## src/rtl/joy_db15_resp.sv

```systemverilog
`timescale 1ns / 1ps
`default_nettype none
// ============================================================================
// Module   : joy_db15_resp
// Purpose  : DB15 joystick responder. It presents two 16-bit button words as
//            one 32-bit active-low serial frame to an external reader that
//            drives its own shift clock and load strobe.
// Ports    : clk        - system clock (40-50 MHz), the only clock
//            reset      - asynchronous, active-high
//            JOY_CLK    - reader shift clock (async to clk)
//            JOY_LOAD   - reader load strobe, active-low (async to clk)
//            JOY_DATA   - serial data to reader, active-low, registered
//            joystick1  - player-1 buttons, active-high, clk-synchronous
//            joystick2  - player-2 buttons, active-high, clk-synchronous
//            frame_done - one-clk pulse when the 32nd bit is shifted out
//            frame_cnt  - completed frame counter, wraps at 256
//            bit_cnt    - shift edges since the last load, 0..32
// Revision : 1.0 - initial release
// ============================================================================
module joy_db15_resp (
  input  logic        clk,
  input  logic        reset,
  input  logic        JOY_CLK,
  input  logic        JOY_LOAD,
  output logic        JOY_DATA,
  input  logic [15:0] joystick1,
  input  logic [15:0] joystick2,
  output logic        frame_done,
  output logic [7:0]  frame_cnt,
  output logic [5:0]  bit_cnt
);

  localparam logic [5:0] C_FRAME_BITS = 6'd32;
  localparam logic [5:0] C_LAST_BIT   = 6'd31;

  typedef enum logic [1:0] {
    ST_IDLE  = 2'd0,
    ST_LOAD  = 2'd1,
    ST_SHIFT = 2'd2,
    ST_DONE  = 2'd3
  } state_t;

  // Synchronizer and edge-detect stages
  logic r_clk_s1;
  logic r_clk_s2;
  logic r_clk_prev;
  logic r_load_s1;
  logic r_load_s2;
  logic r_load_prev;

  logic w_clk_rise;
  logic w_load_fall;
  logic w_load_req;

  // State and datapath
  state_t      r_state;
  state_t      w_state_next;
  logic        w_do_load;
  logic        w_do_shift;
  logic        w_last_bit;
  logic [31:0] r_shreg;
  logic [5:0]  r_bit_cnt;
  logic [7:0]  r_frame_cnt;
  logic        r_frame_done;
  logic        r_joy_data;

  // The load synchronizer resets high (the idle level) so that releasing
  // reset with the strobe inactive cannot look like a load edge.
  always_ff @(posedge clk or posedge reset) begin
    if (reset) begin
      r_clk_s1    <= 1'b0;
      r_clk_s2    <= 1'b0;
      r_clk_prev  <= 1'b0;
      r_load_s1   <= 1'b1;
      r_load_s2   <= 1'b1;
      r_load_prev <= 1'b1;
    end else begin
      r_clk_s1    <= JOY_CLK;
      r_clk_s2    <= r_clk_s1;
      r_clk_prev  <= r_clk_s2;
      r_load_s1   <= JOY_LOAD;
      r_load_s2   <= r_load_s1;
      r_load_prev <= r_load_s2;
    end
  end

  assign w_clk_rise  = r_clk_s2 & ~r_clk_prev;
  assign w_load_fall = ~r_load_s2 & r_load_prev;
  // The falling edge starts a load; the low level keeps it transparent for
  // as long as the reader holds the strobe.
  assign w_load_req  = w_load_fall | ~r_load_s2;

  always_ff @(posedge clk or posedge reset) begin
    if (reset) begin
      r_state <= ST_IDLE;
    end else begin
      r_state <= w_state_next;
    end
  end

  // A pending load overrides everything, including a simultaneous shift edge.
  always_comb begin
    w_state_next = r_state;
    w_do_load    = 1'b0;
    w_do_shift   = 1'b0;
    w_last_bit   = 1'b0;
    if (w_load_req) begin
      w_state_next = ST_LOAD;
      w_do_load    = 1'b1;
    end else begin
      case (r_state)
        ST_IDLE: begin
          w_state_next = ST_IDLE;
        end
        ST_LOAD: begin
          w_state_next = ST_SHIFT;
        end
        ST_SHIFT: begin
          if (w_clk_rise) begin
            w_do_shift = 1'b1;
            if (r_bit_cnt == C_LAST_BIT) begin
              w_last_bit   = 1'b1;
              w_state_next = ST_DONE;
            end
          end
        end
        ST_DONE: begin
          // Keep shifting zeros so the line idles high past the frame end.
          if (w_clk_rise) begin
            w_do_shift = 1'b1;
          end
        end
        default: begin
          w_state_next = ST_IDLE;
        end
      endcase
    end
  end

  always_ff @(posedge clk or posedge reset) begin
    if (reset) begin
      r_shreg      <= 32'd0;
      r_bit_cnt    <= 6'd0;
      r_frame_cnt  <= 8'd0;
      r_frame_done <= 1'b0;
      r_joy_data   <= 1'b1;
    end else begin
      if (w_do_load) begin
        r_shreg <= {joystick2, joystick1};
      end else if (w_do_shift) begin
        r_shreg <= {1'b0, r_shreg[31:1]};
      end

      if (w_do_load) begin
        r_bit_cnt <= 6'd0;
      end else if (w_do_shift && (r_bit_cnt != C_FRAME_BITS)) begin
        r_bit_cnt <= r_bit_cnt + 6'd1;
      end

      r_frame_done <= w_last_bit;
      if (w_last_bit) begin
        r_frame_cnt <= r_frame_cnt + 8'd1;
      end

      r_joy_data <= ~r_shreg[0];
    end
  end

  assign JOY_DATA   = r_joy_data;
  assign frame_done = r_frame_done;
  assign frame_cnt  = r_frame_cnt;
  assign bit_cnt    = r_bit_cnt;

endmodule
`default_nettype wire

```

## config.mk

```make
export PLATFORM = sky130hd
export DESIGN_NAME = joy_db15_resp
export DESIGN_NICKNAME = d
export VERILOG_FILES = /design/src/rtl/joy_db15_resp.sv
export SDC_FILE = /design/constraint.sdc
export NUM_CORES = 1
export LEC_CHECK = 0
export BUFFER_PORTS_ARGS = -buffer_cell sky130_fd_sc_hd__buf_2
export CAP_MARGIN = 20
export CORE_ASPECT_RATIO = 1.1
export CORE_MARGIN = 5
export CORE_UTILIZATION = 49
export CTS_CLUSTER_SIZE = 16
export DETAILED_ROUTE_END_ITERATION = 16
export PLACE_DENSITY = 0.75
export SLEW_MARGIN = 20
export SYNTH_ARGS = -nofsm -noshare
export SYNTH_HDL_FRONTEND = slang
export SYNTH_SLANG_ARGS = --single-unit
export TNS_END_PERCENT = 10
```

## constraint.sdc

```tcl
create_clock -name clk -period 1.5 [get_ports clk]
set_input_delay 0.3 -clock clk [delete_from_list [all_inputs] [get_ports clk]]
set_output_delay 0.3 -clock clk [all_outputs]
set_load 0.01 [all_outputs]
```

# Word level (Yosys, flattened, before mapping)
# Cells that the tools add are included.
[totals] register_bits=56 in_bits=36 word_cells=50
[classes] n_addsub=2 eq_ne=7 mux=16 bitwise_logic=6 n_reduce_logical=7
[op_table] op="$mux 32" count=2
[op_table] op="$mux 6" count=2
[op_table] op="$add 8x1->8 const B" count=1
[op_table] op="$mux 1" count=8
[op_table] op="$add 6x1->6 const B" count=1
[op_table] op="$eq 6x5->1 const B" count=1
[op_table] op="$mux 2" count=3
[op_table] op="$ne 3x3->1 const B" count=2
[op_table] op="$ne 6x6->1 const B" count=1
[op_table] op="$pmux 2 s3" count=1
[op_table] op="$eq 2x2->1 const B" count=2
[op_table] op="$reduce_bool 2->1" count=2
[op_table] op="$reduce_bool 4->1" count=1
[op_table] op="$not 1->1" count=3
[op_table] op="$reduce_and 3->1" count=1
[op_table] op="$and 1x1->1" count=2
[op_table] op="$eq 2x1->1 const B" count=1
[op_table] op="$logic_not 2->1" count=1
[op_table] op="$reduce_or 2->1" count=1
[op_table] op="$logic_and 1x1->1" count=1
[op_table] op="$or 1x1->1" count=1

# Logic depth before layout (Yosys ltp)
[logic_depth] depth_word=8 ltp_mapped=8

# Worst setup path before layout
# Ideal clock, no wire load.
[synth_path] kind="reg2reg" start="register r_state[0]" end="register r_shreg[30]" arrival_time_ps=1524 t_required_ps=1363 slack_ps=-161 stages_incl_launch_ff=9 path_buffers=2 synth_period_minus_slack_ps=1661 path_cell_list="dfrtp_1 -> inv_1 -> ha_1 -> nor2_1 -> or2_1 -> buf_6 -> buf_8 -> mux2i_1 -> a21oi_1"
[synth_between] elab_chain_len=5 elab_cells_between_ends=6 cone_classes="2 x eq/ne; 2 x mux; 2 x reduce/logical"
[synth_lines] element="start: declaration" line_no="56" source="state_t r_state;"
[synth_lines] element="start signal: assignment" line_no="97" source="r_state <= w_state_next;"
[synth_lines] element="$eq 2x2->1" line_no="111" source="case (r_state)"
[synth_lines] element="$reduce_or 2->1 (no source line) *"
[synth_lines] element="$mux 1 *"
[synth_lines] element="$mux 1 *" line_no="107" source="if (w_load_req) begin"
[synth_lines] element="$reduce_bool 2->1 (no source line) *"
[synth_lines] element="end signal: assignment" line_no="149" source="r_shreg <= {joystick2, joystick1};"
[synth_lines] element="end signal: assignment" line_no="151" source="r_shreg <= {1'b0, r_shreg[31:1]};"
[synth_lines] element="end: declaration" line_no="61" source="logic [31:0] r_shreg;"
# Every way passes the cells marked *; elsewhere a longest branch is shown, timed or not.
# A chain may end at the register's enable or synchronous reset.

# Worst setup path in the final report
[layout_path] start="register r_state[0]" end="register r_frame_cnt[1], in the netlist frame_cnt[1]"
[layout_between] elab_chain_len=3
[layout_lines] element="$eq 2x2->1" line_no="111"
[layout_lines] element="$mux 1" line_no="111"
[layout_lines] element="$mux 1" line_no="107"
[layout_lines] element="via w_last_bit" line_no="60" source="logic w_last_bit;"
[layout_lines] element="end signal: assignment" line_no="162" source="r_frame_cnt <= r_frame_cnt + 8'd1;"
[layout_lines] element="end: declaration" line_no="63" source="logic [7:0] r_frame_cnt;"
# The timed path passes the listed nets, and every way through them passes these cells.

==> results.md <==
- The flow ran to the end, but the final reports show violations.
- The final reports fail on negative setup slack.
- Ranked by total cell area, the synthesized netlist is headed by sky130_fd_sc_hd__dfrtp_1 (50%), sky130_fd_sc_hd__mux2i_1 (13%), sky130_fd_sc_hd__a21oi_1 (6.6%), sky130_fd_sc_hd__nor2_1 (5.4%), sky130_fd_sc_hd__ha_1 (3.9%).
- The total number of vias is 1861.
- The worst register-to-register path has a setup slack of -0.22 ns.
- The launch point of the worst reg-to-reg path is r_state[0].
- In this run, distinct cell masters in the synthesized netlist total 37.
- The H-tree generated during clock tree synthesis spans 2 levels.
- Entering global routing, the biggest net connects 70 pins.
- The TritonCTS buffer count is 5.
- Summing the areas of all xor and xnor instances in the mapped netlist gives roughly 3.4% of the synthesized area.
- For this block, the initial DRC count from the detailed router was 85.
- Counting I/O delays and the setup requirement, the final critical path takes 1.720 ns.
- The kind of start point of the critical path is a flop.
- The setup clock skew after layout is 0.003188 ns.
- The layout-stage area growth over the synthesis result is 27.62%.
- Of all cell types, the one taking the most synthesized area is sky130_fd_sc_hd__dfrtp_1.
- The power density normalized to cell area is 1057 nW/µm².
- Max-cap violations in this run came to 0.
- The count of input and output buffers is 51.
- In this run the count of I/O pins placed on the die edge is 52.
- Setup repair after global routing could not meet its margin everywhere.
- The average instance area after synthesis is between 10 and 15 µm².
- Routability-driven placement finished with a final weighted congestion of 0.7924.
- Summing the areas of all compound-gate instances in the mapped netlist gives 8.064% of the synthesized area.
- The total die area is 6844 µm².
- The number of antenna diodes is 0.
- Sequential cells were found to cover 53.26% of the synthesized design area.
- The count of nets left with antenna violations once routing finished came out at 0.
- The total negative setup slack is -2.474 ns.
- Once routing completed, OpenROAD measured the worst setup slack at -0.2197 ns.
- The cell chosen for the clock root is sky130_fd_sc_hd__clkbuf_8.
- The maximum buffer depth of the clock tree is 2.
- The standard-cell row count is 27.
- In this run the critical register-to-register path is captured at frame_cnt[1].
- Static timing analysis puts the maximum clock frequency at a little under 0.6 GHz.
- The starting density of the core is between 50% and 60%.
- The mapped cell area is 2591 µm².
- The wire length of the first global-routing pass is 8004 µm.
- The core area is 5067 µm².
- The final hold violation count is 0.
- The total count of max-transition violations in the final report was 0.
- For this run, the total global-route usage over all layers was measured as 14.92%.
- The average routed wire per standard cell is between 10 and 15 µm.
- Of the available clock period, the critical path in the final layout requires 114.6%.
- The initial antenna violation count was 0.
- The fraction of the mapped netlist area in simple logic gates is between 10% and 20%.
- The placement-stage worst setup slack is -0.1621 ns.
- The dominant combinational cell family by area after synthesis is simple AND/OR/NAND/NOR gates.
- The path category of the worst min-delay check is input port to asynchronous set/reset pin.
- The number of warnings printed during yosys synthesis is 0.
- After routing the design area is ~3300 µm².
- The floorplan step set the die width to 79.34 µm.
- The net count of the mapped netlist is between 200 and 300.
- The post-route worst hold slack is 0.04956 ns.
- The vias per cell is 5.057.
- The half-perimeter wire length after detailed placement is approximately 3300 µm.
- The number of sinks on the clock net is 55.
- Summed over all cells, the static leakage comes to 1.678 nW.
- The via count of the first global-routing pass came to roughly 1900.
- The portion of synthesized area spent on multiplexers is a little over an eighth.
- The clock slew at the register clock pins of the worst setup and hold paths is roughly 0.090 ns.
- In the final design database the tool counted 353 nets.
- The endpoint type of the worst setup path is a flop.
- The normalized max-slew margin is 74.74%.
- STA puts the critical path data required time at roughly 1.7 ns.
- The critical path class is flop to flop.
- After detailed placement, the total cell area comes to 2995 µm².
- The worst-margin pin slew is 0.3789 ns.
- Measured along the y axis, the die boundary spans around 86 µm.
- The arrival time at the worst endpoint is 1.91 ns.
- Setup violations remaining at the end of the flow were counted as 26.
- The fraction of the mapped netlist area in adder cells is 3.863%.
- TritonCTS built the clock tree.
- Measured in cells, the most critical reg-to-reg path has a length of 6.
- The clock insertion delay at the later pin of the skew report is 0.30 ns.
- The largest driver fanout on the critical path is 5.
- Wires add up to 4849 µm.
- The share of the synthesized area in the top cell type is 50.22%.
- The total congestion overflow is 0.
- The synthesis-stage register bit count is 55.
- The gate count of the mapped netlist is 238.
- IR analysis of the VDD net gives a maximum drop of between 0.6 and 0.7 mV.
- The number of DRC violations after detailed routing is 0.
- The layout cell share with drive strength beyond 1 is between 30% and 40%.
- The number of search-and-repair iterations in the first detailed-routing pass is 4.
==> critical path, cell delays in order (launching register included) <==
cell	delay [ns]
sky130_fd_sc_hd__dfrtp_1	0.42
sky130_fd_sc_hd__inv_2	0.13
sky130_fd_sc_hd__ha_4	0.15
sky130_fd_sc_hd__nand4b_1	0.18
sky130_fd_sc_hd__nor3_4	0.30
sky130_fd_sc_hd__buf_6	0.15
sky130_fd_sc_hd__mux2_4	0.28
==> stage by stage <==
stage | cells | utilization [%] | power (mW)
2_1_floorplan | 238 | - | 2.199
3_3_place_gp | 351 | 59.11 | 2.385
3_5_place_dp | 351 | 59.11 | 2.410
4_1_cts | 363 | 62.67 | 3.429
5_1_grt | 368 | 65.26 | 3.706
6_report | 368 | 65.26 | 3.494
==> report_power, final <==
part / internal [mW] / leakage (nW) / switching, mW
registers: 1.63 / 0.655 / 0.0955
logic: 0.410 / 0.971 / 0.405
clock network: 0.498 / 0.0514 / 0.457
==> worst max path at each step <==
stage | start | end | slack [ns]
after floorplan | r_state[0] | r_shreg[30] | -0.07
after global placement | r_state[0] | frame_cnt[1] | -0.10
after detailed placement | r_state[0] | r_shreg[30] | -0.16
after CTS | r_state[0] | frame_cnt[3] | -0.14
after global routing | r_state[0] | frame_cnt[1] | -0.27
final | r_state[0] | frame_cnt[1] | -0.22
==> repair_timing <==
item,in CTS,in global routing
hold buffers,0,0
pin swaps,2,15
endpoints found under the setup margin,44,48
buffers inserted,4,5
resized for setup,10,20
==> cell families (layout without fill, tap and decap cells) <==
| logic type | count (synthesis) | in the layout |
|---|---|---|
| xor gates and xnor gates | 10 | 10 |
| DFF | 55 | 55 |
| adders and majority gates | 8 | 8 |
| buffers and inverters | 20 | 92 |
| muxes | 34 | 34 |
| AOI/OAI and AO/OA | 40 | 40 |
| and+or+nand+nor | 71 | 71 |
==> cell type report <==
| class | count | area [µm²] |
|---|---|---|
| fill | 398 | 1760 |
| sequential | 55 | 1381 |
| multi-input combinational | 163 | 1211 |
| timing repair buffer | 76 | 498.0 |
| clock buffer | 6 | 72.57 |
| tap | 58 | 72.57 |
| clock inverter | 2 | 37.54 |
| inverter | 8 | 33.78 |
==> per-layer routing <==
layer	wire [µm]	vias up	track usage, %
met5	0	-	0
met4	85	0	5.781
met3	242	9	4.262
met2	2489	44	27.03
met1	2032	854	16.43
li1	-	954	-
==> sequential cells by signal, summed over array words and instances, names as in the netlist <==
register and flops:
frame_cnt 8, r_load_s1 1, r_clk_s1 1, r_clk_prev 1, bit_cnt 6, frame_done 1, r_load_s2 1, r_shreg 32
r_clk_s2 1, r_state 2, JOY_DATA 1
==> cell usage after synthesis <==
| cell type | instances |
|---|---|
| sky130_fd_sc_hd__dfrtp_1 | 52 |
| sky130_fd_sc_hd__nor2_1 | 37 |
| sky130_fd_sc_hd__a21oi_1 | 34 |
| sky130_fd_sc_hd__mux2i_1 | 33 |
| sky130_fd_sc_hd__ha_1 | 8 |
| sky130_fd_sc_hd__inv_1 | 8 |
| sky130_fd_sc_hd__nand2_1 | 7 |
| sky130_fd_sc_hd__nand3_1 | 7 |
| sky130_fd_sc_hd__xnor2_1 | 7 |
| sky130_fd_sc_hd__clkbuf_1 | 4 |
| sky130_fd_sc_hd__buf_4 | 3 |
| sky130_fd_sc_hd__dfstp_2 | 3 |
| sky130_fd_sc_hd__nand4_1 | 3 |
| sky130_fd_sc_hd__o21ai_0 | 3 |
| sky130_fd_sc_hd__xor2_1 | 3 |
| sky130_fd_sc_hd__and3_1 | 2 |
| sky130_fd_sc_hd__buf_2 | 2 |
| sky130_fd_sc_hd__nor3_1 | 2 |
| sky130_fd_sc_hd__nor4_1 | 2 |
| sky130_fd_sc_hd__a21o_1 | 1 |
| sky130_fd_sc_hd__and4_1 | 1 |
| sky130_fd_sc_hd__buf_1 | 1 |
| sky130_fd_sc_hd__buf_6 | 1 |
| sky130_fd_sc_hd__buf_8 | 1 |
| sky130_fd_sc_hd__mux2_2 | 1 |
| sky130_fd_sc_hd__nand2b_1 | 1 |
| sky130_fd_sc_hd__nand2b_4 | 1 |
| sky130_fd_sc_hd__nand3b_4 | 1 |
| sky130_fd_sc_hd__nand4b_1 | 1 |
| sky130_fd_sc_hd__nor2_2 | 1 |
| sky130_fd_sc_hd__nor2b_1 | 1 |
| sky130_fd_sc_hd__nor3_4 | 1 |
| sky130_fd_sc_hd__nor4_2 | 1 |
| sky130_fd_sc_hd__o21a_1 | 1 |
| sky130_fd_sc_hd__o2bb2ai_1 | 1 |
| sky130_fd_sc_hd__or2_1 | 1 |
| sky130_fd_sc_hd__or2_2 | 1 |
==> cells in the final DEF (no fill, tap or decap), drive strengths merged, types with 7 or more instances in the layout <==
cell type / count
xnor2: 7
mux2i: 33
buf: 75
nand2: 7
nand3: 7
a21oi: 34
clkbuf: 7
dfrtp: 52
ha: 8
inv: 7
nor2: 38
(Power assumes the default switching activity.)
